$ cat config.mk
export PLATFORM = sky130hd
export DESIGN_NAME = fan_speed_monitor
export DESIGN_NICKNAME = d
export VERILOG_FILES = /design/src/rtl/fan_speed_monitor.sv
export SDC_FILE = /design/constraint.sdc
export NUM_CORES = 1
export LEC_CHECK = 0
export CELL_PAD_IN_SITES_DETAIL_PLACEMENT = 0
export CELL_PAD_IN_SITES_GLOBAL_PLACEMENT = 1
export CORE_MARGIN = 3
export CORE_UTILIZATION = 43
export DETAILED_ROUTE_END_ITERATION = 6
export GPL_TIMING_DRIVEN = 0
export PLACE_DENSITY = 0.85
export REMOVE_ABC_BUFFERS = 1
export SYNTH_ARGS = -nofsm -noshare
export SYNTH_HDL_FRONTEND = slang
export SYNTH_SLANG_ARGS = --single-unit
$ cat constraint.sdc
create_clock -name clk -period 3.2 [get_ports clk]
set_input_delay 0.32 -clock clk [delete_from_list [all_inputs] [get_ports clk]]
set_output_delay 0.32 -clock clk [all_outputs]
set_load 0.005 [all_outputs]
$ cat src/rtl/fan_speed_monitor.sv
// Fan supervisor: spin-up grace, under-speed/stale detection with hysteresis, latched fault.
// State and flags update on the edge after the triggering event; pure monitor, no backpressure.
module fan_speed_monitor #(
    parameter int unsigned CLOCK_RATE     = 100000000,
    parameter int unsigned SPINUP_SECONDS = 10,
    parameter int unsigned BAD_SAMPLES    = 3,
    parameter int unsigned STALE_SECONDS  = 20
) (
    input  logic        clk,
    input  logic        rst_n,
    input  logic        fanEnable,
    input  logic        rpmValid,
    input  logic [15:0] fanRPM,
    input  logic [15:0] minRPM,
    input  logic [15:0] hystRPM,
    input  logic        faultClear,
    output logic [2:0]  fanState,
    output logic        fanWarn,
    output logic        fanFault,
    output logic [15:0] lastRPM
);

    localparam int unsigned PW = (CLOCK_RATE > 1) ? $clog2(CLOCK_RATE) : 1;
    localparam logic [PW-1:0] PRESC_LOAD = PW'(CLOCK_RATE - 1);
    localparam logic [15:0]   SPIN_LOAD  = 16'(SPINUP_SECONDS);
    localparam logic [15:0]   STALE_LOAD = 16'(STALE_SECONDS);
    localparam logic [3:0]    BAD_LIM    = 4'(BAD_SAMPLES);
    localparam bit            BAD_ONE    = (BAD_SAMPLES == 1);

    typedef enum logic [2:0] {
        ST_OFF    = 3'd0,
        ST_SPINUP = 3'd1,
        ST_RUN    = 3'd2,
        ST_WARN   = 3'd3,
        ST_FAULT  = 3'd4
    } state_t;

    state_t        state;
    logic [PW-1:0] presc;
    logic          sec_tick;
    logic [15:0]   spin_tmr;
    logic [15:0]   stale_tmr;
    logic [3:0]    bad_cnt;
    logic [3:0]    bad_inc;
    logic [16:0]   rec_thr;
    logic          rpm_low;
    logic          rpm_ok;

    assign fanState = state;
    assign sec_tick = (presc == '0);
    assign bad_inc  = bad_cnt + 4'd1;
    // Recovery threshold kept 17 bits wide so a large min+hyst is simply unreachable.
    assign rec_thr  = {1'b0, minRPM} + {1'b0, hystRPM};
    assign rpm_low  = (fanRPM < minRPM);
    assign rpm_ok   = ({1'b0, fanRPM} >= rec_thr);

    always_ff @(posedge clk or negedge rst_n) begin
        if (!rst_n) begin
            presc <= PRESC_LOAD;
        end else if (sec_tick) begin
            presc <= PRESC_LOAD;
        end else begin
            presc <= presc - PW'(1);
        end
    end

    always_ff @(posedge clk or negedge rst_n) begin
        if (!rst_n) begin
            lastRPM <= '0;
        end else if (rpmValid) begin
            lastRPM <= fanRPM;
        end
    end

    always_ff @(posedge clk or negedge rst_n) begin
        if (!rst_n) begin
            state     <= ST_OFF;
            fanWarn   <= 1'b0;
            fanFault  <= 1'b0;
            spin_tmr  <= '0;
            stale_tmr <= '0;
            bad_cnt   <= '0;
        end else begin
            case (state)
                ST_OFF: begin
                    if (fanEnable) begin
                        state    <= ST_SPINUP;
                        spin_tmr <= SPIN_LOAD;
                        bad_cnt  <= '0;
                    end
                end
                ST_SPINUP: begin
                    if (!fanEnable) begin
                        state     <= ST_OFF;
                        spin_tmr  <= '0;
                        stale_tmr <= '0;
                        bad_cnt   <= '0;
                    end else if (rpmValid && rpm_ok) begin
                        state     <= ST_RUN;
                        spin_tmr  <= '0;
                        stale_tmr <= STALE_LOAD;
                    end else if (sec_tick) begin
                        if (spin_tmr == 16'd1) begin
                            state     <= ST_RUN;
                            spin_tmr  <= '0;
                            stale_tmr <= STALE_LOAD;
                        end else if (spin_tmr != '0) begin
                            spin_tmr <= spin_tmr - 16'd1;
                        end
                    end
                end
                ST_RUN: begin
                    if (!fanEnable) begin
                        state     <= ST_OFF;
                        spin_tmr  <= '0;
                        stale_tmr <= '0;
                        bad_cnt   <= '0;
                    end else if (rpmValid) begin
                        stale_tmr <= STALE_LOAD;
                        if (rpm_low) begin
                            bad_cnt <= 4'd1;
                            if (BAD_ONE) begin
                                state    <= ST_FAULT;
                                fanFault <= 1'b1;
                            end else begin
                                state   <= ST_WARN;
                                fanWarn <= 1'b1;
                            end
                        end
                    end else if (sec_tick) begin
                        if (stale_tmr == 16'd1) begin
                            state     <= ST_FAULT;
                            fanFault  <= 1'b1;
                            stale_tmr <= '0;
                        end else if (stale_tmr != '0) begin
                            stale_tmr <= stale_tmr - 16'd1;
                        end
                    end
                end
                ST_WARN: begin
                    if (!fanEnable) begin
                        state     <= ST_OFF;
                        fanWarn   <= 1'b0;
                        spin_tmr  <= '0;
                        stale_tmr <= '0;
                        bad_cnt   <= '0;
                    end else if (rpmValid) begin
                        stale_tmr <= STALE_LOAD;
                        if (rpm_low) begin
                            bad_cnt <= bad_inc;
                            if (bad_inc >= BAD_LIM) begin
                                state    <= ST_FAULT;
                                fanWarn  <= 1'b0;
                                fanFault <= 1'b1;
                            end
                        end else if (rpm_ok) begin
                            state   <= ST_RUN;
                            fanWarn <= 1'b0;
                            bad_cnt <= '0;
                        end
                    end else if (sec_tick) begin
                        if (stale_tmr == 16'd1) begin
                            state     <= ST_FAULT;
                            fanWarn   <= 1'b0;
                            fanFault  <= 1'b1;
                            stale_tmr <= '0;
                        end else if (stale_tmr != '0) begin
                            stale_tmr <= stale_tmr - 16'd1;
                        end
                    end
                end
                ST_FAULT: begin
                    // Latched until explicitly released; fanEnable has no effect here.
                    if (faultClear) begin
                        state     <= ST_OFF;
                        fanFault  <= 1'b0;
                        spin_tmr  <= '0;
                        stale_tmr <= '0;
                        bad_cnt   <= '0;
                    end
                end
                default: begin
                    state     <= ST_OFF;
                    fanWarn   <= 1'b0;
                    fanFault  <= 1'b0;
                    spin_tmr  <= '0;
                    stale_tmr <= '0;
                    bad_cnt   <= '0;
                end
            endcase
        end
    end

endmodule

==> reports/qor.csv <==
metric,value,unit
critical_path_class,primary input to flop,
leakagePower,0.00325,uW
clk_path_buf_depth,2,
synth_edf_count,0,
seq_area_frac_synth,36.2,%
finalNetCount,852,
area_growth,29.7,%
drc_errors,0,
hold_slack,0.452,ns
dr.pass1.iters,5,
rr_worst_depth,8,
antenna_found_initial,0,
vias,5117,
clkLatencyLatePin,0.34,ns
p_per_area,608,nW/um^2
synth_top_area_share,27.7,%
crit_path_max_fanout,7,
drt_iter0_markers,236,
end_kind,flop,
maxCapViolations,0,
grt.overflow.total,0,
postSynthAreaPerCell,9.11,sq um
hold_path_end,presc[0],
hold_start,presc[0],
slew_violations,0,
finalWeightedCongestion,0.855,
async_flop_share,100,%
n_fill_cell,1209,
wl_per_cell,15.8,microns
diodes,0,
grt_pass1_wl,24.3,mm
startpoint_type,primary input,
clk_pin_slew,0.06,ns
max_slew_margin,17.9,%
h-tree-depth,3,
cpPeakStageDelay,0.35,ns
hold_path_depth,1,
drive_gt1_share,20.4,%
hold_class,flop to flop,
slowest_stage,o311a_1,
skew,0.00600,ns
netlist_area,5870,sq um
cts_tree,yes,
period_needed,3.83,ns
rows,42,
worst_pin_slew,1.23,ns
core_area,13300,sq um
violations,negative setup slack,
root_buffer,clkbuf_16,
rrSetupSlack,-0.33,ns
hold_violations,0,
start_util,44.1,%
timing.final.crit_share,120,%
ioPinCount,74,
grt_pass1_vias,5061,
setup_slack,-0.629,ns
ys_ff_latch,84,
ys_types,61,
yosysTopAreaCell,dfrtp_1,
hpwl,10.3,mm
die_w,123,microns
grt_usage,19.8,%
finalSetupViolCount,40,
fmax,0.261,GHz
place_ws,-2.65,ns
grt_max_degree,44,
grt_setup_unrepaired,true,
ir_drop,0.000305,V
synth.area.top_cells,"dfrtp_1, ha_1, dfstp_2",
viasPerCell,5.53,
design.die.area,15100,sq um
die_y,123,microns
cts_inserted_buffers,9,
r2r-end,stale_tmr[14],
netlist_instances,644,
detail-route-antenna-nets,0,
arrival,4.05,ns
wl,14.6,mm
clock-sinks,84,
r2r_start,presc[15],
cp_data_required_time,3.43,ns
outcome,"finished, violations left",
crit_path_start,hystRPM[1],
synth_flop_cell,dfrtp_1,
ys.warnings.count,0,
path_cells,buf_8 > ha_4 > a21oi_2 > o211ai_1 > o311a_1 > o31a_1 > o21ai_1 > nand2_1 > a21o_1 > a21oi_2 > xor2_1 > ha_1 > nand4_1 > a211oi_2 > o21ai_2 > nand3_2 > nand4_1 > a22oi_2 > and3_4 > mux2_4,
io_buffers,73,
## Yosys cell counts, types with 17 or more instances
library cell	instances
dfrtp_1	65
mux2_2	20
xor2_1	20
a31oi_1	17
ha_1	54
a21oi_1	41
dfstp_2	19
o21ai_0	26
nand2_1	48
nor2_1	68
inv_1	36
nand3_1	18
xnor2_1	29
## what timing repair did
item | in CTS | in global routing
buffers inserted | 25 | 8
pin swaps | 52 | 34
hold buffers | 1 | 0
resized for setup | 102 | 16
endpoints found under the hold margin | 27 | 0
setup endpoints to repair | 40 | 40
## power by group
group          internal [uW]  switching (uW)
combinational           1080            1190
clock                    526             425
sequential              1230             178
total                   2840            1790
## through the flow
step           instances  power [uW]  util, %  cell area [sq um]  setup TNS, ns
2_1_floorplan        628        2710        -               5780         -48.32
3_3_place_gp         877        3190     50.6               6730        -185.48
3_5_place_dp         878        3240     50.9               6770         -93.31
4_1_cts              920        4550     56.4               7500         -21.81
5_1_grt              925        4970     57.2               7610         -31.39
6_report             925        4630     57.2               7610         -21.01
## how the worst max path moves through the flow
stage,end,depth (start not counted)
2_1_floorplan,stale_tmr[1],19
3_3_place_gp,stale_tmr[2],20
3_5_place_dp,stale_tmr[2],20
4_1_cts,stale_tmr[4],20
5_1_grt,stale_tmr[1],20
6_report,stale_tmr[2],20
## metal layers
| metal | wire length, microns | part of all wire [%] | track usage [%] |
|---|---|---|---|
| met2 | 7310 | 50 | 34.4 |
| met5 | 0 | 0 | 0 |
| met4 | 210 | 1.4 | 5.04 |
| met3 | 630 | 4.3 | 4.70 |
| met1 | 6480 | 44 | 24.8 |
## cell families after synthesis
family | count (synthesis) | share of synthesized area (%)
AND/OR/NAND/NOR | 237 | 20.5
AO/OA/AOI/OAI | 146 | 16.4
flip-flops | 84 | 36.2
adder cells (fa/ha/maj) | 55 | 11.9
buffers and inverters | 52 | 3.73
XOR/XNOR | 49 | 7.31
multiplexers | 21 | 4.01
## critical path, delay by kind of cell
kind                       cells  cell delay (ns)
muxes                          1             0.31
adders and majority gates      2             0.54
xor gates and xnor gates       1             0.08
and+or+nand+nor                5             0.83
AOI/OAI and AO/OA             10             1.87
buffers and inverters          1             0.10
## layout make-up
| type | count | area (sq um) | area share, % |
|---|---|---|---|
| timing repair buffer | 105 | 993 | 13.1 |
| inverter | 36 | 135 | 1.78 |
| multi-input combinational | 508 | 3870 | 50.8 |
| sequential | 84 | 2130 | 27.9 |
| clock buffer | 10 | 229 | 3.01 |
| clock inverter | 6 | 40.0 | 0.526 |
| tap | 176 | 220 | 2.89 |
## placed cells by master, fill, tap and decap left out, types with 10 or more instances in the layout
| cell | Yosys | final |
|---|---|---|
| a31oi_1 | 17 | 15 |
| nor2_1 | 68 | 67 |
| nand3_1 | 18 | 17 |
| dfstp_2 | 19 | 19 |
| inv_1 | 36 | 36 |
| nor3_1 | 16 | 16 |
| a21oi_2 | 6 | 13 |
| mux2_2 | 20 | 17 |
| nand2b_1 | 15 | 15 |
| xor2_1 | 20 | 20 |
| dlygate4sd2_1 | 0 | 10 |
| dfrtp_1 | 65 | 65 |
| nor4_1 | 13 | 12 |
| xnor2_1 | 29 | 29 |
| nand2_1 | 48 | 48 |
| ha_1 | 54 | 45 |
| clkdlybuf4s50_1 | 0 | 54 |
| o21ai_0 | 26 | 17 |
| nand4_1 | 14 | 14 |
| buf_4 | 0 | 23 |
| a21oi_1 | 41 | 30 |
## registers in the layout (all words and copies together), names as in the netlist
signal     cells
presc         27
spin_tmr      16
fanWarn        1
lastRPM       16
bad_cnt        4
stale_tmr     16
fanState       3
fanFault       1
No activity file was read; power rests on OpenSTA's default activity.
